File: src/rtl/fsqrt_operand_prep.sv
// fsqrt_operand_prep
//   Front end of the binary32 square-root datapath. Unpacks the operand,
//   resolves special values, normalises subnormals, fixes exponent parity and
//   presents the 48-bit radicand plus the biased result exponent to the
//   iterative root core.
//
// Ports
//   clk_i, rst_i (sync, active-high, wins over clk_en_i), clk_en_i (freeze)
//   valid_i / operand_i / ready_o    : upstream handshake (ready_o = IDLE)
//   valid_o / ready_i                : downstream handshake, result held until accepted
//   radicand_o, res_exp_o            : root-core operands (0 for specials)
//   special_o, special_res_o         : bypass result for NaN/inf/zero/negative
//   invalid_o                        : IEEE invalid-operation flag
//
// Build option
//   FSQRT_PREP_LZC_EN : subnormals normalised in the capture cycle through a
//   leading-zero count and barrel shift (no NORM state). Undefined: one shift
//   per cycle in NORM.
module fsqrt_operand_prep #(
  parameter int unsigned EXP_W  = 8,
  parameter int unsigned MANT_W = 23
) (
  input  logic                      clk_i,
  input  logic                      rst_i,
  input  logic                      clk_en_i,
  input  logic                      valid_i,
  input  logic [EXP_W+MANT_W:0]     operand_i,
  output logic                      ready_o,
  output logic                      valid_o,
  input  logic                      ready_i,
  output logic [2*(MANT_W+1)-1:0]   radicand_o,
  output logic [EXP_W-1:0]          res_exp_o,
  output logic                      special_o,
  output logic [EXP_W+MANT_W:0]     special_res_o,
  output logic                      invalid_o
);

  localparam int unsigned RAD_W = 2*(MANT_W+1);
  localparam int unsigned OP_W  = 1+EXP_W+MANT_W;
  localparam int unsigned E_W   = EXP_W+2;

  localparam logic signed [E_W-1:0] BIAS = E_W'((1 << (EXP_W-1)) - 1);
  localparam logic signed [E_W-1:0] EMIN = E_W'(1) - BIAS;

  localparam logic [OP_W-1:0] QNAN = {1'b0, {EXP_W{1'b1}}, 1'b1, {(MANT_W-1){1'b0}}};
  localparam logic [OP_W-1:0] PINF = {1'b0, {EXP_W{1'b1}}, {MANT_W{1'b0}}};

`ifdef FSQRT_PREP_LZC_EN
  localparam int unsigned LZ_W = $clog2(MANT_W+2);
  typedef enum logic [1:0] {IDLE, HOLD} state_t;
`else
  typedef enum logic [1:0] {IDLE, NORM, HOLD} state_t;
`endif

  state_t                  state_q, state_d;
  logic [RAD_W-1:0]        radicand_q, radicand_d;
  logic [EXP_W-1:0]        res_exp_q, res_exp_d;
  logic                    special_q, special_d;
  logic [OP_W-1:0]         special_res_q, special_res_d;
  logic                    invalid_q, invalid_d;
`ifndef FSQRT_PREP_LZC_EN
  logic [MANT_W:0]         sig_q, sig_d;
  logic signed [E_W-1:0]   e_q, e_d;
`else
  logic [LZ_W-1:0]         lz;
`endif

  logic                    op_sign;
  logic [EXP_W-1:0]        op_exp;
  logic [MANT_W-1:0]       op_frac;
  logic [MANT_W:0]         sig_n;
  logic signed [E_W-1:0]   e_n;

  assign op_sign = operand_i[OP_W-1];
  assign op_exp  = operand_i[OP_W-2:MANT_W];
  assign op_frac = operand_i[MANT_W-1:0];

  // Odd exponents move one bit into the significand so the halved exponent
  // is exact; even ones leave a guard zero at the top.
  function automatic logic [RAD_W-1:0] rad_of(input logic [MANT_W:0] sig, input logic odd);
    return odd ? {sig, {(MANT_W+1){1'b0}}} : {1'b0, sig, {MANT_W{1'b0}}};
  endfunction

  function automatic logic [EXP_W-1:0] rexp_of(input logic signed [E_W-1:0] e);
    return EXP_W'((e >>> 1) + BIAS);
  endfunction

`ifdef FSQRT_PREP_LZC_EN
  function automatic logic [LZ_W-1:0] lzc(input logic [MANT_W:0] v);
    logic found;
    lzc   = '0;
    found = 1'b0;
    for (int unsigned i = 0; i <= MANT_W; i++) begin
      if (v[MANT_W-i]) found = 1'b1;
      else if (!found) lzc = lzc + 1'b1;
    end
  endfunction
`endif

  always_comb begin
    state_d       = state_q;
    radicand_d    = radicand_q;
    res_exp_d     = res_exp_q;
    special_d     = special_q;
    special_res_d = special_res_q;
    invalid_d     = invalid_q;
`ifndef FSQRT_PREP_LZC_EN
    sig_d         = sig_q;
    e_d           = e_q;
`else
    lz            = '0;
`endif
    sig_n         = '0;
    e_n           = '0;

    if (clk_en_i) begin
      unique case (state_q)
        IDLE: begin
          if (valid_i) begin
            state_d       = HOLD;
            radicand_d    = '0;
            res_exp_d     = '0;
            special_d     = 1'b0;
            special_res_d = '0;
            invalid_d     = 1'b0;
            // NaN checks come before the sign test so -NaN is not flagged invalid
            if (op_exp == '1) begin
              special_d = 1'b1;
              if (op_frac != '0) begin
                special_res_d = QNAN;
                invalid_d     = !op_frac[MANT_W-1];
              end else if (op_sign) begin
                special_res_d = QNAN;
                invalid_d     = 1'b1;
              end else begin
                special_res_d = PINF;
              end
            end else if (op_exp == '0 && op_frac == '0) begin
              special_d     = 1'b1;
              special_res_d = operand_i;
            end else if (op_sign) begin
              special_d     = 1'b1;
              special_res_d = QNAN;
              invalid_d     = 1'b1;
            end else if (op_exp == '0) begin
`ifdef FSQRT_PREP_LZC_EN
              lz         = lzc({1'b0, op_frac});
              sig_n      = {1'b0, op_frac} << lz;
              e_n        = EMIN - E_W'(lz);
              radicand_d = rad_of(sig_n, e_n[0]);
              res_exp_d  = rexp_of(e_n);
`else
              sig_d   = {1'b0, op_frac};
              e_d     = EMIN;
              state_d = NORM;
`endif
            end else begin
              sig_n      = {1'b1, op_frac};
              e_n        = E_W'(op_exp) - BIAS;
              radicand_d = rad_of(sig_n, e_n[0]);
              res_exp_d  = rexp_of(e_n);
            end
          end
        end
`ifndef FSQRT_PREP_LZC_EN
        // Shift and test the shifted value in the same cycle, so k shifts
        // take exactly k cycles before HOLD.
        NORM: begin
          sig_n = sig_q << 1;
          e_n   = e_q - E_W'(1);
          sig_d = sig_n;
          e_d   = e_n;
          if (sig_n[MANT_W]) begin
            radicand_d = rad_of(sig_n, e_n[0]);
            res_exp_d  = rexp_of(e_n);
            state_d    = HOLD;
          end
        end
`endif
        HOLD: begin
          if (ready_i) state_d = IDLE;
        end
        default: state_d = IDLE;
      endcase
    end
  end

  always_ff @(posedge clk_i) begin
    if (rst_i) begin
      state_q       <= IDLE;
      radicand_q    <= '0;
      res_exp_q     <= '0;
      special_q     <= 1'b0;
      special_res_q <= '0;
      invalid_q     <= 1'b0;
`ifndef FSQRT_PREP_LZC_EN
      sig_q         <= '0;
      e_q           <= '0;
`endif
    end else begin
      state_q       <= state_d;
      radicand_q    <= radicand_d;
      res_exp_q     <= res_exp_d;
      special_q     <= special_d;
      special_res_q <= special_res_d;
      invalid_q     <= invalid_d;
`ifndef FSQRT_PREP_LZC_EN
      sig_q         <= sig_d;
      e_q           <= e_d;
`endif
    end
  end

  assign ready_o       = (state_q == IDLE);
  assign valid_o       = (state_q == HOLD);
  assign radicand_o    = radicand_q;
  assign res_exp_o     = res_exp_q;
  assign special_o     = special_q;
  assign special_res_o = special_res_q;
  assign invalid_o     = invalid_q;

endmodule
File: config.mk
export PLATFORM = sky130hd
export DESIGN_NAME = fsqrt_operand_prep
export DESIGN_NICKNAME = d
export VERILOG_FILES = /design/src/rtl/fsqrt_operand_prep.sv
export SDC_FILE = /design/constraint.sdc
export NUM_CORES = 1
export LEC_CHECK = 0
export ABC_AREA = 1
export CAP_MARGIN = 25
export CORE_UTILIZATION = 35
export CTS_CLUSTER_DIAMETER = 100
export CTS_CLUSTER_SIZE = 14
export DETAILED_ROUTE_END_ITERATION = 10
export PLACE_DENSITY_LB_ADDON = 0.12
export SYNTH_ARGS = -nofsm -noshare
export SYNTH_HDL_FRONTEND = slang
export SYNTH_SLANG_ARGS = --single-unit
export TNS_END_PERCENT = 10
File: constraint.sdc
create_clock -name clk_i -period 2.55 [get_ports clk_i]
set_clock_uncertainty 0.05 [all_clocks]
set_input_delay 0.765 -clock clk_i [delete_from_list [all_inputs] [get_ports clk_i]]
set_output_delay 0.765 -clock clk_i [all_outputs]
set_load 0.03 [all_outputs]
==> impl_metrics.env, run 1 <==
export IMPL_clk_pin_slew_ns=0.07
export IMPL_synth_edf_count=0
export IMPL_grt_pass1_wl_um=25700
export IMPL_ant_nets=0
export IMPL_hold_viol=0
export IMPL_pwr_share_seq=0.438
export IMPL_run_status="complete, no violations"
export IMPL_antenna_found_initial=0
export IMPL_via_count=5583
export IMPL_ys_async_sr_fraction=0
export IMPL_leakagePower_nw=3.09
export IMPL_max_freq_ghz=0.417
export IMPL_die_w_um=126
export IMPL_crit_end="res_exp_o[6]$_SDFFE_PP0P_"
export IMPL_seq_area_um2=2020
export IMPL_rrSetupSlack_ns=0.45
export IMPL_synth_xor_area_share=0.00486
export IMPL_syn2layout_area_growth_pct=34.5
export IMPL_clkSinkCount=101
export IMPL_ys_flop_type="dfxtp_1"
export IMPL_fp_dieH_um=126
export IMPL_drtIter0Drc=455
export IMPL_fin_ws_ns=0.150
export IMPL_cts_root_buf="clkbuf_16"
export IMPL_synth_seq_cells=101
export IMPL_start_kind="primary input"
export IMPL_drc_errors=0
export IMPL_fin_util=0.480
export IMPL_ys_warn_count=0
export IMPL_pre_cts_slack_ns=-0.206
export IMPL_netlist_top_cells_count="193 x nand2_1, 101 x dfxtp_1, 88 x o21ai_0"
export IMPL_drv_cap=0
export IMPL_synth_top_family_by_area="simple AND/OR/NAND/NOR gates"
export IMPL_tightest_slew_ns=0.699
export IMPL_fillCellCount=1516
export IMPL_clk_insertion_delay_late_ns=0.35
export IMPL_seq_area_frac_synth=0.374
export IMPL_multi_input_area_um2=2810
export IMPL_crit_type="in -> reg"
export IMPL_clock_path_buffers=2
export IMPL_grt_pass1_vias=5284
export IMPL_syn_cell_area_um2=5400
export IMPL_synthCells=803
export IMPL_r2r_start="e_q[0]$_SDFFE_PP0P_"
export IMPL_dieArea_um2=15900
export IMPL_grt_ovfl_total=0
export IMPL_synth_cell_types=32
export IMPL_synthAdderAreaFrac=0.0116
export IMPL_cts_made_buffers=9
export IMPL_htree_levels=3
export IMPL_vias_per_cell=4.92
export IMPL_worstPathRequired_ns=2.74
export IMPL_synth_area_leaders="dfxtp_1 37%, nand2_1 13%, o21ai_0 8.2%"
export IMPL_p_sw_mw=1.17
export IMPL_coreArea_um2=15100
export IMPL_start_util=0.357
export IMPL_synth_top_area_share=0.374
export IMPL_worstPathMaxFanout=5
export IMPL_switching_share=0.305
export IMPL_wl_um=15300
export IMPL_period_needed_ns=2.40
export IMPL_yosysTopAreaCell="dfxtp_1"
export IMPL_wl_per_cell_um=13.5
export IMPL_critPathArrivalTime_ns=2.59
export IMPL_ioPinCount=129
export IMPL_cts_setup_buffers=0
export IMPL_fin_nets=983
export IMPL_synthMuxAreaShare=0
export IMPL_antenna_cells=0
export IMPL_port_buffers=105
export IMPL_slew_headroom=0.534
export IMPL_regToRegEndpoint="res_exp_o[6]$_SDFFE_PP0P_"
export IMPL_vdd_drop_max_mv=0.305
export IMPL_drive_above_1_share=0.113
export IMPL_pwr_share_comb=0.204
export IMPL_synth_simple_area_share=0.287
export IMPL_avgSynthCellArea_um2=6.73
export IMPL_period_share=0.941
export IMPL_drt_first_pass_iters=5
export IMPL_cts_tree="built"
export IMPL_dp_cells=1118
export IMPL_hp_class="reg -> reg"
export IMPL_hold_buffers=0
export IMPL_clock_power_share=0.358
export IMPL_p_per_area_nw_per_um2=528
export IMPL_finalNonFillerCells=1134
export IMPL_grt_max_degree=64
export IMPL_place_congestion=0.848
export IMPL_drv_slew=0
export IMPL_end_kind="flop"
export IMPL_synth_most_common_cell="nand2_1"
export IMPL_p_int_mw=2.67
export IMPL_synth_compound_area_share=0.197
export IMPL_rows=45
export IMPL_dp_hpwl_um=10900
export IMPL_setup_violations=0
export IMPL_startpoint="operand_i[23]"
export IMPL_grt_total_usage=0.200
export IMPL_grt_setup_unrepaired="no"
export IMPL_ff2ff_path_depth=12
-- flip-flops by register name, indices dropped and copies added (netlist names) --
signal,cells
sig_q,23
state_q,2
res_exp_o,8
e_q,9
invalid_o,1
radicand_o,25
special_res_o,32
special_o,1
-- what timing repair did --
action                                  4_1_cts  5_1_grt
pin swaps                                     0        0
cloned                                        0        0
endpoints found under the setup margin        1        1
resized for setup                             1        1
-- cell families (layout without fill, tap and decap cells) --
group,Yosys count,after routing
compound gates,183,183
xor+xnor,3,3
fa+ha+maj,5,5
buf+inv,142,263
flops,101,101
other cells,1,23
simple gates,368,368
-- layout make-up --
cell class / count / area share
Clock inverter: 6 / 0.00724
Multi-Input combinational cell: 582 / 0.386
Tap cell: 188 / 0.0324
Clock buffer: 10 / 0.0329
Timing Repair Buffer: 176 / 0.226
Sequential cell: 101 / 0.278
Inverter: 71 / 0.0367
-- layer usage --
metal	vias up	track usage	part of all wire
li1	2899	-	-
met4	0	0.0780	0.018
met2	154	0.327	0.45
met3	20	0.0472	0.058
met1	2510	0.256	0.48
met5	-	0	0
-- layout by cell type (no fill, tap or decap), drive strengths merged --
cell type	count
nand2	194
clkdlybuf4s50	102
dfxtp	101
o21ai	90
nor2	88
inv	75
buf	72
nand3	62
a21oi	40
o211ai	26
a31oi	25
conb	23
nand4	18
clkbuf	10
ha	5
nor3	3
xnor2	2
clkinvlp	2
o221ai	1
a211oi	1
xor2	1
and2	1
or2	1
nand3b	1
dlygate4sd2	1
dlymetal6s2s	1
-- power by group through the flow --
| stage | clock [mW] | combinational (mW) | sequential, mW |
|---|---|---|---|
| 6_report | 1.37 | 0.783 | 1.68 |
| 5_1_grt | 1.48 | 0.852 | 1.69 |
| 4_1_cts | 1.42 | 0.787 | 1.68 |
| 3_5_place_dp | 0 | 0.784 | 1.72 |
| 3_3_place_gp | 0 | 0.781 | 1.72 |
| 2_1_floorplan | 0 | 0.367 | 1.82 |
-- how the worst min path moves through the flow --
stage / from / end / slack [ns] / depth (start not counted)
2_1_floorplan: sig_q[1]$_SDFFE_PP0P_ / sig_q[1]$_SDFFE_PP0P_ / 0.40 / 2
3_3_place_gp: special_res_o[7]$_SDFFE_PP0P_ / special_res_o[7]$_SDFFE_PP0P_ / 0.38 / 2
3_5_place_dp: special_res_o[12]$_SDFFE_PP0P_ / special_res_o[12]$_SDFFE_PP0P_ / 0.38 / 2
4_1_cts: special_res_o[1]$_SDFFE_PP0P_ / special_res_o[1]$_SDFFE_PP0P_ / 0.39 / 2
5_1_grt: special_res_o[2]$_SDFFE_PP0P_ / special_res_o[2]$_SDFFE_PP0P_ / 0.41 / 2
6_report: special_res_o[1]$_SDFFE_PP0P_ / special_res_o[1]$_SDFFE_PP0P_ / 0.39 / 2
-- through the flow --
stage	hold WS [ns]	total power, mW	setup TNS, ns	area (um2)
4_1_cts	0.390	3.89	0	7260
3_5_place_dp	0.378	2.50	-7.12	6970
6_report	0.387	3.84	0	7260
2_1_floorplan	0.399	2.19	0	5490
3_3_place_gp	0.377	2.50	-4.63	6970
5_1_grt	0.405	4.02	0	7260
-- worst max-delay path, cell delays in order --
cell             delay [ns]
clkdlybuf4s50_1        0.43
buf_4                  0.15
ha_1                   0.24
inv_1                  0.07
nand2_1                0.06
nand2_1                0.07
ha_1                   0.17
nand3_1                0.09
nor2_1                 0.18
nand4_1                0.10
nand3_1                0.10
nand2_1                0.05
nor2_1                 0.08
nor2_1                 0.04
Power figures use the tool's default switching activity.
==> inputs of run 2 (changes only) <==
SETUP_SLACK_MARGIN = 0.4   (was unset)
==> run 2 against run 1 <==
Compared with the run above: critical path depth fell by 13; sequential power barely moved; utilization rose by 2.4 points; non-clock buffer count rose by 11; cell count rose by 0.97%; clock-buffer cell count fell by 1; via count rose by 0.29%; routed wire length barely moved; total power rose by 1.2%; critical path type is now reg -> out; clock power barely moved.
==> impl_metrics.env, run 2 (synthesis gave the netlist of run 1 again) <==
export IMPL_ant_nets=0
export IMPL_crit_chain="clkdlybuf4s50_1"
export IMPL_drive_above_1_share=0.172
export IMPL_htree_levels=3
export IMPL_cts_root_buf="clkbuf_16"
export IMPL_fin_nets=994
export IMPL_start_util=0.357
export IMPL_drv_slew=0
export IMPL_finalNonFillerCells=1145
export IMPL_grt_total_usage=0.192
export IMPL_drv_cap=0
export IMPL_critical_path_buf_inv_count=1
export IMPL_final_cell_mix="189 x nand2_1, 100 x dfxtp_1, 87 x o21ai_0"
export IMPL_fin_util=0.503
export IMPL_critPathSlowestCell="clkdlybuf4s50_1"
export IMPL_period_needed_ns=2.23
export IMPL_crit_type="reg -> out"
export IMPL_syn2layout_area_growth_pct=41.2
export IMPL_cts_tree="built"
export IMPL_start_kind="flop"
export IMPL_dp_cells=1117
export IMPL_dieArea_um2=15900
export IMPL_rows=45
export IMPL_tns_ns=0
export IMPL_worstPathMaxFanout=2
export IMPL_period_share=0.875
export IMPL_antenna_cells=0
export IMPL_hp_class="reg -> reg"
export IMPL_run_status="complete, no violations"
export IMPL_slew_headroom=0.666
export IMPL_power_mw=3.88
export IMPL_drtIter0Drc=301
export IMPL_p_per_area_nw_per_um2=509
export IMPL_max_freq_ghz=0.448
export IMPL_design_area_um2=7620
export IMPL_vias_per_cell=4.89
export IMPL_drc_errors=0
export IMPL_fp_dieH_um=126
export IMPL_crit_path_max_incr_delay_ns=0.70
export IMPL_hold_viol=0
export IMPL_grt_ovfl_total=0
export IMPL_grt_pass1_vias=4917
export IMPL_die_w_um=126
export IMPL_tightest_slew_ns=0.501
export IMPL_timing_hold_ws_ns=0.389
export IMPL_critPathArrivalTime_ns=1.42
export IMPL_antenna_found_initial=0
export IMPL_ioPinCount=129
export IMPL_cp_top_family="buffers and inverters"
export IMPL_clock_path_buffers=2
export IMPL_clk_insertion_delay_late_ns=0.36
export IMPL_drt_first_pass_iters=5
export IMPL_pre_cts_slack_ns=-0.188
export IMPL_worstPathRequired_ns=1.74
export IMPL_place_congestion=0.846
export IMPL_fin_ws_ns=0.320
export IMPL_dpl_cell_area_um2=7000
export IMPL_leakagePower_nw=3.41
export IMPL_clkSinkCount=101
export IMPL_grt_max_degree=57
export IMPL_layout_commonest_cell="nand2_1"
export IMPL_grt_setup_unrepaired="yes"
export IMPL_clk_pin_slew_ns=0.07
export IMPL_port_buffers=105
export IMPL_grt_pass1_wl_um=24500
export IMPL_dp_hpwl_um=10600
export IMPL_cts_made_buffers=9
export IMPL_largest_register_ff_count=32
export IMPL_end_kind="primary output"
export IMPL_coreArea_um2=15100
export IMPL_wl_um=15300
export IMPL_via_count=5599
export IMPL_setup_violations=0
export IMPL_vdd_drop_max_mv=0.318
export IMPL_wl_per_cell_um=13.4
-- run 2: cell type report --
type	count	area, um2
clock buffer	9	225
tap	188	235
sequential	101	2020
timing repair buffer	187	1860
clock inverter	7	68.8
multi-input combinational	582	2940
inverter	71	269
fill	1536	7520
-- run 2: where the power goes --
| part | switching (mW) | internal [mW] |
|---|---|---|
| combinational | 0.487 | 0.344 |
| clock | 0.683 | 0.688 |
| sequential | 0.0384 | 1.64 |
| total | 1.21 | 2.68 |
-- run 2: worst paths after layout --
check | start | endpoint | slack, ns | cells after the start
setup reg to reg | e_q[0]$_SDFFE_PP0P_ | res_exp_o[2]$_SDFFE_PP0P_ | 0.54 | 10
setup / recovery | special_res_o[22]$_SDFFE_PP0P_ | special_res_o[22] | 0.32 | 1
hold / removal | special_res_o[21]$_SDFFE_PP0P_ | special_res_o[21]$_SDFFE_PP0P_ | 0.39 | 2
hold reg to reg | special_res_o[21]$_SDFFE_PP0P_ | special_res_o[21]$_SDFFE_PP0P_ | 0.39 | 2
-- run 2: per-layer routing --
metal,share of wire,GRT usage,vias up
met2,0.43,0.295,124
met5,0,0,-
met1,0.50,0.264,2533
met4,0.013,0.0532,0
li1,-,-,2928
met3,0.052,0.0523,14
-- run 2: repair_timing --
action                                  4_1_cts  5_1_grt
endpoints found under the setup margin      141      125
gates resized for setup                      21       66
pin swaps                                     1       18
cloned                                        0        3
hold buffers                                  0        0
setup buffers                                 0        9
